### config.mk
export PLATFORM = sky130hd
export DESIGN_NAME = motoro301_rtl_top
export DESIGN_NICKNAME = d
export VERILOG_FILES = /design/src/rtl/motoro301_pkg.sv /design/src/rtl/motoro301_uart_tx.sv /design/src/rtl/motoro301_rtl_top.sv
export SDC_FILE = /design/constraint.sdc
export NUM_CORES = 1
export LEC_CHECK = 0
export CORE_MARGIN = 2
export CORE_UTILIZATION = 42
export DETAILED_ROUTE_END_ITERATION = 8
export SYNTH_ARGS = -nofsm -noshare
export SYNTH_HDL_FRONTEND = slang
export SYNTH_HIERARCHICAL = 1
export SYNTH_SLANG_ARGS = --single-unit
export TNS_END_PERCENT = 30
### constraint.sdc
create_clock -name clk50mhz -period 4 [get_ports clk50mhz]
set_input_delay 0.6 -clock clk50mhz [delete_from_list [all_inputs] [get_ports clk50mhz]]
set_output_delay 0.6 -clock clk50mhz [all_outputs]
set_load 0.005 [all_outputs]
### src/rtl/motoro301_pkg.sv
// Shared definitions for the six-step motor commutation controller:
// state encoding, timing constants and the six-step switch table.
package motoro301_pkg;

    typedef enum logic [1:0] {
        IDLE  = 2'd0,
        DEAD  = 2'd1,
        RUN   = 2'd2,
        FAULT = 2'd3
    } motorState_t;

    localparam int unsigned DEAD_CYC = 50;
    localparam int unsigned PER_DEF  = 100_000;
    localparam int unsigned PER_STEP = 10_000;
    localparam int unsigned PER_MIN  = 20_000;
    localparam int unsigned PER_MAX  = 500_000;
    localparam int unsigned BAUD_DIV = 434;
    localparam int unsigned HB_CYC   = 25_000_000;

    // Counter widths sized for the default constants above.
    localparam int PER_W  = 20;
    localparam int DEAD_W = 8;
    localparam int HB_W   = 25;
    localparam int BAUD_W = 16;

    // Switch vector layout: {aHP, bHP, cHP, aLN, bLN, cLN}
    typedef logic [5:0] swBits_t;

    // Six-step commutation table; an out-of-range index drives nothing.
    function automatic swBits_t stepDrive(input logic [2:0] idx);
        case (idx)
            3'd0:    return 6'b100_010;
            3'd1:    return 6'b100_001;
            3'd2:    return 6'b010_001;
            3'd3:    return 6'b010_100;
            3'd4:    return 6'b001_100;
            3'd5:    return 6'b001_010;
            default: return 6'b000_000;
        endcase
    endfunction

    // Step index advance, modulo 6, in either rotation direction.
    function automatic logic [2:0] advanceStep(input logic [2:0] idx, input logic rev);
        if (rev) begin
            return (idx == 3'd0) ? 3'd5 : idx - 3'd1;
        end
        return (idx >= 3'd5) ? 3'd0 : idx + 3'd1;
    endfunction

endpackage

### src/rtl/motoro301_uart_tx.sv
// 8N1 UART transmitter, LSB first. A start request seen while busy is ignored.
// Only built when MOTORO301_UART_STATUS_EN is defined.
`ifdef MOTORO301_UART_STATUS_EN
module motoro301_uart_tx
    import motoro301_pkg::*;
#(
    parameter int unsigned P_BAUD_DIV = BAUD_DIV
) (
    input  logic       clk50mhz,
    input  logic       nReset,
    input  logic       start,
    input  logic [7:0] data,
    output logic       busy,
    output logic       tx
);

    localparam logic [BAUD_W-1:0] BAUD_LOAD = BAUD_W'(P_BAUD_DIV - 1);

    logic [9:0]        shiftReg;
    logic [3:0]        bitCnt;
    logic [BAUD_W-1:0] baudCnt;
    logic              busyReg;

    // Frame shifter: load {stop, data, start}, shift one bit per baud period.
    always_ff @(posedge clk50mhz or negedge nReset) begin
        if (!nReset) begin
            shiftReg <= '1;
            bitCnt   <= '0;
            baudCnt  <= '0;
            busyReg  <= 1'b0;
        end else if (!busyReg) begin
            if (start) begin
                shiftReg <= {1'b1, data, 1'b0};
                bitCnt   <= 4'd9;
                baudCnt  <= BAUD_LOAD;
                busyReg  <= 1'b1;
            end
        end else if (baudCnt == '0) begin
            baudCnt <= BAUD_LOAD;
            if (bitCnt == 4'd0) begin
                busyReg <= 1'b0;
            end else begin
                shiftReg <= {1'b1, shiftReg[9:1]};
                bitCnt   <= bitCnt - 4'd1;
            end
        end else begin
            baudCnt <= baudCnt - BAUD_W'(1);
        end
    end

    assign busy = busyReg;
    assign tx   = shiftReg[0];

endmodule
`endif

### src/rtl/motoro301_rtl_top.sv
// Six-step BLDC commutation controller with dead-time insertion,
// adjustable step period and status LEDs.
// Optional feature: MOTORO301_UART_STATUS_EN adds a UART status byte per step.
//
// state | meaning
// IDLE  | stopped, all switches off, step index held at 0
// DEAD  | dead-time between steps, all switches off
// RUN   | one six-step pattern driven for `period` cycles
// FAULT | emergency stop latched, waits for start and stop both low
module motoro301_rtl_top
    import motoro301_pkg::*;
#(
    parameter int unsigned P_DEAD_CYC = DEAD_CYC,
    parameter int unsigned P_PER_DEF  = PER_DEF,
    parameter int unsigned P_PER_STEP = PER_STEP,
    parameter int unsigned P_PER_MIN  = PER_MIN,
    parameter int unsigned P_PER_MAX  = PER_MAX,
    parameter int unsigned P_HB_CYC   = HB_CYC
) (
    input  logic       clk50mhz,
    input  logic       nReset,
    input  logic       m3start,
    input  logic       m3forceStop,
    input  logic       m3invRotate,
    input  logic       m3freqINC,
    input  logic       m3freqDEC,
    output logic       aHP,
    output logic       bHP,
    output logic       cHP,
    output logic       aLN,
    output logic       bLN,
    output logic       cLN,
    output logic       tp01,
    output logic       tp02,
    output logic       uTx,
    output logic [3:0] led4
);

    localparam logic [PER_W-1:0]  PER_DEF_V  = PER_W'(P_PER_DEF);
    localparam logic [PER_W-1:0]  PER_STEP_V = PER_W'(P_PER_STEP);
    localparam logic [PER_W-1:0]  PER_MIN_V  = PER_W'(P_PER_MIN);
    localparam logic [PER_W-1:0]  PER_MAX_V  = PER_W'(P_PER_MAX);
    localparam logic [DEAD_W-1:0] DEAD_LOAD  = DEAD_W'(P_DEAD_CYC - 1);
    localparam logic [HB_W-1:0]   HB_LOAD    = HB_W'(P_HB_CYC - 1);

    // bit order: {freqDEC, freqINC, invRotate, forceStop, start}
    logic [4:0] syncA, syncB;
    logic       startS, stopS, invS, incS, decS;
    logic       incD, decD, incEdge, decEdge;

    motorState_t state, nextState;
    logic        dead2run;
    logic [DEAD_W-1:0] deadTmr;
    logic [PER_W-1:0]  runTmr;
    logic [PER_W-1:0]  periodReg;
    logic        fromRun;
    logic [2:0]  stepIdx, stepNext;
    logic        dirReg, dirNext;
    swBits_t     swReg;
    logic        tp01Reg, tp02Reg, ledRun, ledFault, hbReg;
    logic [HB_W-1:0] hbTmr;

    // Two-flop synchronizers for all asynchronous control inputs.
    always_ff @(posedge clk50mhz or negedge nReset) begin
        if (!nReset) begin
            syncA <= '0;
            syncB <= '0;
        end else begin
            syncA <= {m3freqDEC, m3freqINC, m3invRotate, m3forceStop, m3start};
            syncB <= syncA;
        end
    end

    assign {decS, incS, invS, stopS, startS} = syncB;

    // Delayed copies for rising-edge detection of the frequency buttons.
    always_ff @(posedge clk50mhz or negedge nReset) begin
        if (!nReset) begin
            incD <= 1'b0;
            decD <= 1'b0;
        end else begin
            incD <= incS;
            decD <= decS;
        end
    end

    assign incEdge = incS & ~incD;
    assign decEdge = decS & ~decD;

    // Step period with saturation; simultaneous edges cancel.
    always_ff @(posedge clk50mhz or negedge nReset) begin
        if (!nReset) begin
            periodReg <= PER_DEF_V;
        end else if (incEdge && !decEdge) begin
            periodReg <= (periodReg <= PER_MIN_V + PER_STEP_V) ? PER_MIN_V : periodReg - PER_STEP_V;
        end else if (decEdge && !incEdge) begin
            periodReg <= (periodReg >= PER_MAX_V - PER_STEP_V) ? PER_MAX_V : periodReg + PER_STEP_V;
        end
    end

    // State register.
    always_ff @(posedge clk50mhz or negedge nReset) begin
        if (!nReset) begin
            state <= IDLE;
        end else begin
            state <= nextState;
        end
    end

    // Next-state logic; forceStop overrides every other transition.
    always_comb begin
        nextState = state;
        case (state)
            IDLE:    if (startS && !stopS) nextState = DEAD;
            DEAD:    if (!startS) nextState = IDLE;
                     else if (deadTmr == '0) nextState = RUN;
            RUN:     if (!startS) nextState = IDLE;
                     else if (runTmr == '0) nextState = DEAD;
            FAULT:   if (!startS && !stopS) nextState = IDLE;
            default: nextState = IDLE;
        endcase
        if (stopS) nextState = FAULT;
    end

    assign dead2run = (state == DEAD) && (nextState == RUN);

    // Step index and direction: advance only when DEAD was entered from RUN.
    always_comb begin
        stepNext = stepIdx;
        dirNext  = dirReg;
        if (nextState == IDLE) begin
            stepNext = 3'd0;
        end else if (dead2run) begin
            dirNext = invS;
            if (fromRun) stepNext = advanceStep(stepIdx, invS);
        end
    end

    // Dead-time and step down-counters; each is loaded on entry to its state.
    always_ff @(posedge clk50mhz or negedge nReset) begin
        if (!nReset) begin
            deadTmr <= '0;
            runTmr  <= '0;
            fromRun <= 1'b0;
        end else begin
            if (nextState == DEAD && state != DEAD) begin
                deadTmr <= DEAD_LOAD;
                fromRun <= (state == RUN);
            end else if (state == DEAD && deadTmr != '0) begin
                deadTmr <= deadTmr - DEAD_W'(1);
            end
            if (dead2run) begin
                runTmr <= periodReg - PER_W'(1);
            end else if (state == RUN && runTmr != '0) begin
                runTmr <= runTmr - PER_W'(1);
            end
        end
    end

    // Registered outputs decoded from the next state so they line up with it.
    always_ff @(posedge clk50mhz or negedge nReset) begin
        if (!nReset) begin
            stepIdx  <= 3'd0;
            dirReg   <= 1'b0;
            swReg    <= '0;
            tp01Reg  <= 1'b0;
            tp02Reg  <= 1'b0;
            ledRun   <= 1'b0;
            ledFault <= 1'b0;
        end else begin
            stepIdx  <= stepNext;
            dirReg   <= dirNext;
            swReg    <= (nextState == RUN) ? stepDrive(stepNext) : '0;
            tp01Reg  <= tp01Reg ^ dead2run;
            tp02Reg  <= (nextState == DEAD);
            ledRun   <= (nextState == RUN) || (nextState == DEAD);
            ledFault <= (nextState == FAULT);
        end
    end

    // Heartbeat LED toggle.
    always_ff @(posedge clk50mhz or negedge nReset) begin
        if (!nReset) begin
            hbTmr <= HB_LOAD;
            hbReg <= 1'b0;
        end else if (hbTmr == '0) begin
            hbTmr <= HB_LOAD;
            hbReg <= ~hbReg;
        end else begin
            hbTmr <= hbTmr - HB_W'(1);
        end
    end

    assign {aHP, bHP, cHP, aLN, bLN, cLN} = swReg;
    assign tp01 = tp01Reg;
    assign tp02 = tp02Reg;
    assign led4 = {hbReg, ledFault, dirReg, ledRun};

`ifdef MOTORO301_UART_STATUS_EN
    logic       uartBusy;
    logic [7:0] uartData;

    assign uartData = {(nextState == RUN) || (nextState == DEAD), dirNext,
                       (nextState == FAULT), 2'b00, stepNext};

    motoro301_uart_tx uUart (
        .clk50mhz (clk50mhz),
        .nReset   (nReset),
        .start    (dead2run && !uartBusy),
        .data     (uartData),
        .busy     (uartBusy),
        .tx       (uTx)
    );
`else
    assign uTx = 1'b1;
`endif

endmodule

==> impl_metrics.py, run 1 <==
metrics = {
    "outcome": {
        "status": "completed",
    },
    "sta": {
        "fin_ws_ns": 0.06422,
        "period_needed_ns": 3.936,
        "max_freq_mhz": 254.1,
        "fin_tns_setup_ns": 0,
        "drv_slew": 0,
        "finalHoldViolCount": 0,
        "fin_skew_ns": 0.007827,
        "tightest_slew_ns": 1.020,
        "relSlewSlack_pct": 31.76,
        "rsz0062_at_grt": "yes",
        "fin_crit_sh_pct": 98.39,
        "finalSetupViolations": 0,
    },
    "die": {
        "fp.dieH_um": 120.2,
        "coreArea_mm2": 0.01319,
        "die_area_mm2": 0.01444,
        "die_w_um": 120.2,
        "io_pins": 20,
        "start_util_pct": 42.98,
        "fp-row-count": 42,
    },
    "drt": {
        "firstDrtPassIters": 6,
        "vias_per_cell": 5.726,
        "wl_per_cell_um": 15.56,
        "drt_iter0_drc": 298,
        "drtAntennaViolNets": 0,
        "remaining_drc_errors": 0,
        "vias": 4575,
        "routed_wl_mm": 12.44,
    },
    "logic_synthesis": {
        "synth_edf_count": 0,
        "synthCells": 609,
        "yosysSeqAreaShare_pct": 44.21,
        "yosysTopAreaCellShare_pct": 33.55,
        "synthTopCellsByArea": "dfrtp_1 (34%), dfstp_2 (11%), xnor2_1 (6.0%)",
        "yosys_warnings": 6,
        "synth_seq_cells": 99,
        "ys_types": 72,
        "synth_area_mm2": 0.005669,
        "synth_top_cell_by_area": "dfrtp_1",
        "synthFlopType": "dfrtp_1",
        "ys_top_cells_by_count": "dfrtp_1 (76), nor2_1 (61), nand2_1 (47), xnor2_1 (39), a21oi_1 (31)",
        "synth.avg_cell_area_um2": 9.309,
        "async_flop_share_pct": 100.0,
        "synth.most_common_cell": "dfrtp_1",
        "synthesis.nets": 631,
    },
    "placed_design": {
        "portBuffers": 18,
        "hpwlAfterDp_mm": 8.685,
        "gp_congestion": 0.8578,
        "place_ws_ns": -0.03578,
    },
    "setup_path": {
        "cp.required_ns": 4.26,
        "start_kind": "flip-flop",
        "ff2ff_path_depth": 14,
        "max_stage_delay_ns": 0.49,
        "path_class": "reg -> reg",
        "crit_fanout": 7,
        "critPathSlowestCell": "or4b_4",
        "rrSetupSlack_ns": 0.06,
        "r2r-start": "runTmr[15]",
        "path_common_cell": "o21ai_1",
        "r2r-end": "runTmr[17]",
        "endpoint_kind": "flip-flop",
        "crit_chain": "or3_4 > or4b_4 > or4_1 > o21ai_1 > o21ai_1 > a21o_1 > ha_2 > buf_6 > nand3b_1 > nand4_1 > a221oi_2 > xor2_1 > nor2_1 > a311oi_1",
        "crit_arrival_ns": 4.20,
    },
    "min_path": {
        "hold_path.class": "in -> async",
    },
    "power_and_ir_drop": {
        "irDropWorstVdd_mv": 0.2098,
        "p_clk_share_pct": 24.5,
        "pwr-share-comb_pct": 30.3,
        "switchingPower_uw": 1340,
        "swShare_pct": 37.64,
        "leakagePower_uw": 0.002512,
        "powerDensity_mw_per_mm2": 559.3,
        "internal_power_uw": 2221,
        "seq_power_share_pct": 45.2,
    },
    "cells_and_area": {
        "fillers": 1222,
        "drive_above_1_share_pct": 12.84,
        "n_antenna_cell": 0,
        "syn2layout_area_growth_pct": 12.32,
        "fin_nets": 640,
    },
    "global_route": {
        "grt_overflow": 0,
        "grt_pass1_wl_mm": 21.10,
        "grt_use_total_pct": 17.88,
        "antenna_found_initial": 0,
        "grt_max_degree": 52,
        "grt_pass1_vias": 4396,
    },
    "flow_run": {
        "cap_viol_max_count": 0,
    },
    "cts": {
        "clockRootBuffer": "clkbuf_16",
        "cts.sinks": 99,
        "cts_buffers": 9,
        "cts_buffer_depth": 2,
        "clk_latency_ns": 0.35,
        "ctsHoldBuffers": 0,
        "htreeDepth": 3,
        "cts_tree": "done",
        "clk_pin_slew_ns": 0.07,
    },
}
==> area by class of cell <==
| type | instances | area [um2] | share of cell area [%] |
|---|---|---|---|
| multi-input cells | 449 | 2940 | 46.18 |
| flip-flops and latches | 99 | 2506 | 39.36 |
| repair buffers | 36 | 320.3 | 5.030 |
| clock buffers | 10 | 229.0 | 3.596 |
| well taps | 176 | 220.2 | 3.458 |
| inverters | 23 | 86.33 | 1.356 |
| clock inverters | 6 | 65.06 | 1.022 |
==> power by group through the flow <==
| stage | Clock [uW] | Sequential (uW) | Combinational [uW] |
|---|---|---|---|
| floorplan | 0 | 1380 | 965 |
| CTS | 898 | 1600 | 1040 |
| detailed placement | 0 | 1610 | 1040 |
| global route | 936 | 1650 | 1200 |
| global placement | 0 | 1610 | 1010 |
| finish | 873 | 1610 | 1080 |
==> cells by family after synthesis <==
kind of cell / count (synthesis) / synth area share [%]
muxes: 10 / 1.832
adders and majority gates: 15 / 3.311
xor gates and xnor gates: 57 / 8.806
other: 1 / 0.06615
DFF: 99 / 44.21
AOI/OAI and AO/OA: 129 / 15.47
buffers and inverters: 61 / 4.591
and+or+nand+nor: 237 / 21.72
==> routing by layer <==
layer  part of all wire [%]  GRT usage (%)
met5                      0              0
met2                     48          29.26
met4                    1.7          5.735
met3                    4.2          4.387
met1                     46          23.33
==> registers in the layout, indices dropped and copies added (netlist names) <==
signal and cells:
ledFault 1, tp02 1, dirReg 1, decD 1, incD 1, syncB 5
tp01 1, hbTmr 25, fromRun 1, stepIdx 3, deadTmr 8, hbReg 1
runTmr 20, periodReg 16, ledRun 1, swReg 6, state 2, syncA 5
==> worst max-delay path by stage <==
stage / from / to / slack (ns) / depth (start not counted)
2_1_floorplan: runTmr[15] / runTmr[17] / 0.01 / 14
3_3_place_gp: runTmr[15] / runTmr[17] / 0.09 / 13
3_5_place_dp: runTmr[15] / runTmr[17] / -0.04 / 13
4_1_cts: runTmr[15] / runTmr[16] / 0.01 / 14
5_1_grt: runTmr[14] / runTmr[17] / -0.06 / 14
6_report: runTmr[15] / runTmr[17] / 0.06 / 14
==> cells in the final DEF (no fill, tap or decap), types with 8 or more instances in the layout <==
master,netlist,routed
dfrtp_1,76,76
nor2_1,61,61
nand2_1,47,47
xnor2_1,39,39
a21oi_1,31,30
nor3_1,28,28
o21ai_0,29,28
nand3_1,24,24
inv_1,23,23
dfstp_2,23,23
xor2_1,18,18
clkdlybuf4s50_1,0,17
buf_4,5,17
ha_1,15,13
nand4_1,10,10
nor4_1,11,9
clkbuf_16,0,9
or3_1,8,8
==> per-stage QoR <==
step / area (um2) / total power [uW] / utilization (%) / hold slack [ns] / instances
6_report: 6367 / 3561 / 48.27 / 0.05492 / 799
5_1_grt: 6367 / 3788 / 48.27 / 0.04355 / 799
4_1_cts: 6287 / 3539 / 47.67 / 0.04619 / 793
3_5_place_dp: 5987 / 2647 / 45.39 / 0.3362 / 777
3_3_place_gp: 5987 / 2617 / 45.39 / 0.3333 / 777
2_1_floorplan: 5685 / 2348 / - / 0.3044 / 609
==> worst max-delay path, delay by kind of cell (launching register included) <==
kind                       cells  cell delay [ns]
AOI/OAI and AO/OA              5             1.05
xor gates and xnor gates       1             0.19
adders and majority gates      1             0.19
buffers and inverters          1             0.12
DFF                            1             0.40
and+or+nand+nor                6             1.90
==> what timing repair did <==
item,CTS,global route
pin swaps,0,4
endpoints found under the setup margin,1,12
hold endpoints to repair,0,0
setup buffers,0,6
gates resized for setup,1,9
No activity file was read; power rests on OpenSTA's default activity.
==> run 2: changes to the inputs <==
--- a/config.mk
+++ b/config.mk
@@ -5,8 +5,9 @@
 export SDC_FILE = /design/constraint.sdc
 export NUM_CORES = 1
 export LEC_CHECK = 0
-export CORE_MARGIN = 2
+export CORE_MARGIN = 3
 export CORE_UTILIZATION = 42
+export CTS_CLUSTER_DIAMETER = 120
 export DETAILED_ROUTE_END_ITERATION = 8
 export SYNTH_ARGS = -nofsm -noshare
 export SYNTH_HDL_FRONTEND = slang
==> constraint.sdc (replaced) <==
create_clock -name clk50mhz -period 4.7 [get_ports clk50mhz]
set_input_delay 0.705 -clock clk50mhz [delete_from_list [all_inputs] [get_ports clk50mhz]]
set_output_delay 0.705 -clock clk50mhz [all_outputs]
set_load 0.005 [all_outputs]
==> run 2 against run 1 <==
  * Clock power shrank 17%
  * Final cell count down 2.0%
  * Sequential share of layout area grew 0.93 points
  * Setup slack gained 0.46 ns
  * Worst hold slack improved by 0.30 ns
  * Die area up 3.4%
  * Sequential power fell by 15%
  * Critical path type unchanged
==> impl_metrics.py, run 2 (synthesized netlist as in run 1, its figures left out) <==
metrics = {
    "outcome": {
        "status": "completed",
    },
    "cts": {
        "cts.sinks": 99,
        "clk_pin_slew_ns": 0.07,
        "cts_tree": "done",
        "cts_buffer_depth": 2,
        "clockRootBuffer": "clkbuf_16",
        "cts_buffers": 9,
        "post_cts.repair.setup_buffers": 0,
        "clk_latency_ns": 0.36,
        "ctsHoldBuffers": 0,
        "htreeDepth": 3,
        "cts_resized": 0,
    },
    "min_path": {
        "hold_path.class": "reg -> reg",
    },
    "cells_and_area": {
        "fin_cells": 783,
        "drive_above_1_share_pct": 9.820,
        "syn2layout_area_growth_pct": 9.711,
        "fillers": 1221,
        "final_cell_mix": "dfrtp_1 (76), nor2_1 (61), nand2_1 (47)",
        "regMostFlops": "hbTmr",
        "final_common_cell": "dfrtp_1",
        "fin_nets": 628,
        "n_antenna_cell": 0,
        "fin_util_pct": 48.11,
        "largest_reg_flops": 25,
        "reg.largest.list": "hbTmr: 25 flops, runTmr: 20 flops, periodReg: 16 flops",
    },
    "global_route": {
        "grt_use_total_pct": 17.73,
        "grt_overflow": 0,
        "grt_pass1_wl_mm": 21.02,
        "antenna_found_initial": 0,
        "grt_max_degree": 71,
        "grt_pass1_vias": 4264,
    },
    "placed_design": {
        "gp_congestion": 0.8381,
        "hpwlAfterDp_mm": 8.689,
        "place_ws_ns": 0.5133,
        "portBuffers": 18,
        "dp.cells": 767,
    },
    "setup_path": {
        "path_class": "reg -> reg",
        "endpoint_kind": "flip-flop",
        "cp_num_buf_inv": 0,
        "crit_chain": "or3_4 > or4b_4 > or4_1 > o21ai_0 > o21ai_1 > a21o_1 > ha_1 > nand3b_1 > nand2_1 > ha_1 > o21ai_1 > nor4_1 > xnor2_1 > mux2i_1",
        "cp.required_ns": 4.94,
        "cp_top_family": "simple AND/OR/NAND/NOR gates",
        "critPathSlowestCell": "or4b_4",
        "max_stage_delay_ns": 0.53,
        "crit_fanout": 10,
        "start_kind": "flip-flop",
        "crit_arrival_ns": 4.41,
    },
    "die": {
        "die_w_um": 122.2,
        "fp-row-count": 41,
        "fp.dieH_um": 122.2,
        "coreArea_mm2": 0.01293,
        "io_pins": 20,
        "die_area_mm2": 0.01493,
        "start_util_pct": 43.85,
    },
    "drt": {
        "drtAntennaViolNets": 0,
        "vias": 4399,
        "vias_per_cell": 5.618,
        "remaining_drc_errors": 0,
        "firstDrtPassIters": 4,
        "drt_iter0_drc": 445,
        "routed_wl_mm": 12.29,
        "wl_per_cell_um": 15.69,
    },
    "sta": {
        "finalHoldViolCount": 0,
        "fin_skew_ns": 0.009438,
        "fin_crit_sh_pct": 88.78,
        "relSlewSlack_pct": 34.15,
        "period_needed_ns": 4.173,
        "finalSetupViolations": 0,
        "drv_slew": 0,
        "tightest_slew_ns": 0.9841,
        "fin_tns_setup_ns": 0,
        "max_freq_mhz": 239.6,
        "fin_ws_ns": 0.5272,
        "rsz0062_at_grt": "no",
    },
    "power_and_ir_drop": {
        "powerDensity_mw_per_mm2": 478.2,
        "leakagePower_uw": 0.002439,
        "irDropWorstVdd_mv": 0.2355,
        "power_uw": 2974,
    },
    "flow_run": {
        "cap_viol_max_count": 0,
    },
}
## run 2: changes by cell type in the layout (fill, tap and decap cells not counted), sizes merged
cell | previous run | this run
buf | 19 | 7
clkinv | 4 | 1
clkinvlp | 0 | 2
bufinv | 1 | 0
clkbuf | 10 | 11
inv | 24 | 25
## run 2: through the flow
step | hold slack (ns) | instance area [um2]
after floorplan | 0.3312 | 5669
after global placement | 0.3373 | 5933
after detailed placement | 0.3389 | 5933
after CTS | 0.3560 | 6220
after global routing | 0.3605 | 6220
final | 0.3526 | 6220
## run 2: layout make-up
| cell class | instances | area, um2 | area share (%) |
|---|---|---|---|
| Clock inverter | 5 | 43.79 | 0.7041 |
| Tap cell | 172 | 215.2 | 3.460 |
| Clock buffer | 11 | 242.7 | 3.903 |
| Inverter | 23 | 86.33 | 1.388 |
| Sequential cell | 99 | 2506 | 40.29 |
| Timing Repair Buffer | 24 | 222.7 | 3.581 |
| Multi-Input combinational cell | 449 | 2903 | 46.67 |
## run 2: power breakdown
part | switching [uW] | leakage, uW | internal [uW] | total (uW)
sequential | 321 | 0.00118 | 1050 | 1370
combinational | 475 | 0.00113 | 410 | 886
clock | 341 | 0.000134 | 380 | 722
## run 2: path summary, 6_finish.rpt
kind                       startpoint            to  slack, ns  cells past startpoint
max in group asynchronous      nReset  periodReg[7]       3.30                      2
setup / recovery           runTmr[15]    runTmr[14]       0.53                     14
min in group asynchronous      nReset      syncB[2]       0.43                      1
hold / removal               syncA[2]      syncB[2]       0.35                      0
hold reg to reg              syncA[2]      syncB[2]       0.35                      0
setup reg to reg           runTmr[15]    runTmr[14]       0.53                     14
## run 2: per-layer routing
layer	up-vias	global-route usage [%]	part of all wire, %
met2	85	27.69	47
met3	18	3.250	4.2
met5	-	0	0
met1	2120	23.87	47
li1	2176	-	-
met4	0	8.467	1.8
==> run 3: changes to the inputs <==
--- a/config.mk
+++ b/config.mk
@@ -9,6 +9,7 @@
 export CORE_UTILIZATION = 42
 export CTS_CLUSTER_DIAMETER = 120
 export DETAILED_ROUTE_END_ITERATION = 8
+export SLEW_MARGIN = 5
 export SYNTH_ARGS = -nofsm -noshare
 export SYNTH_HDL_FRONTEND = slang
 export SYNTH_HIERARCHICAL = 1
==> results of run 3 <==
No change in the layout: final DEF, timing and power equal those of run 2.
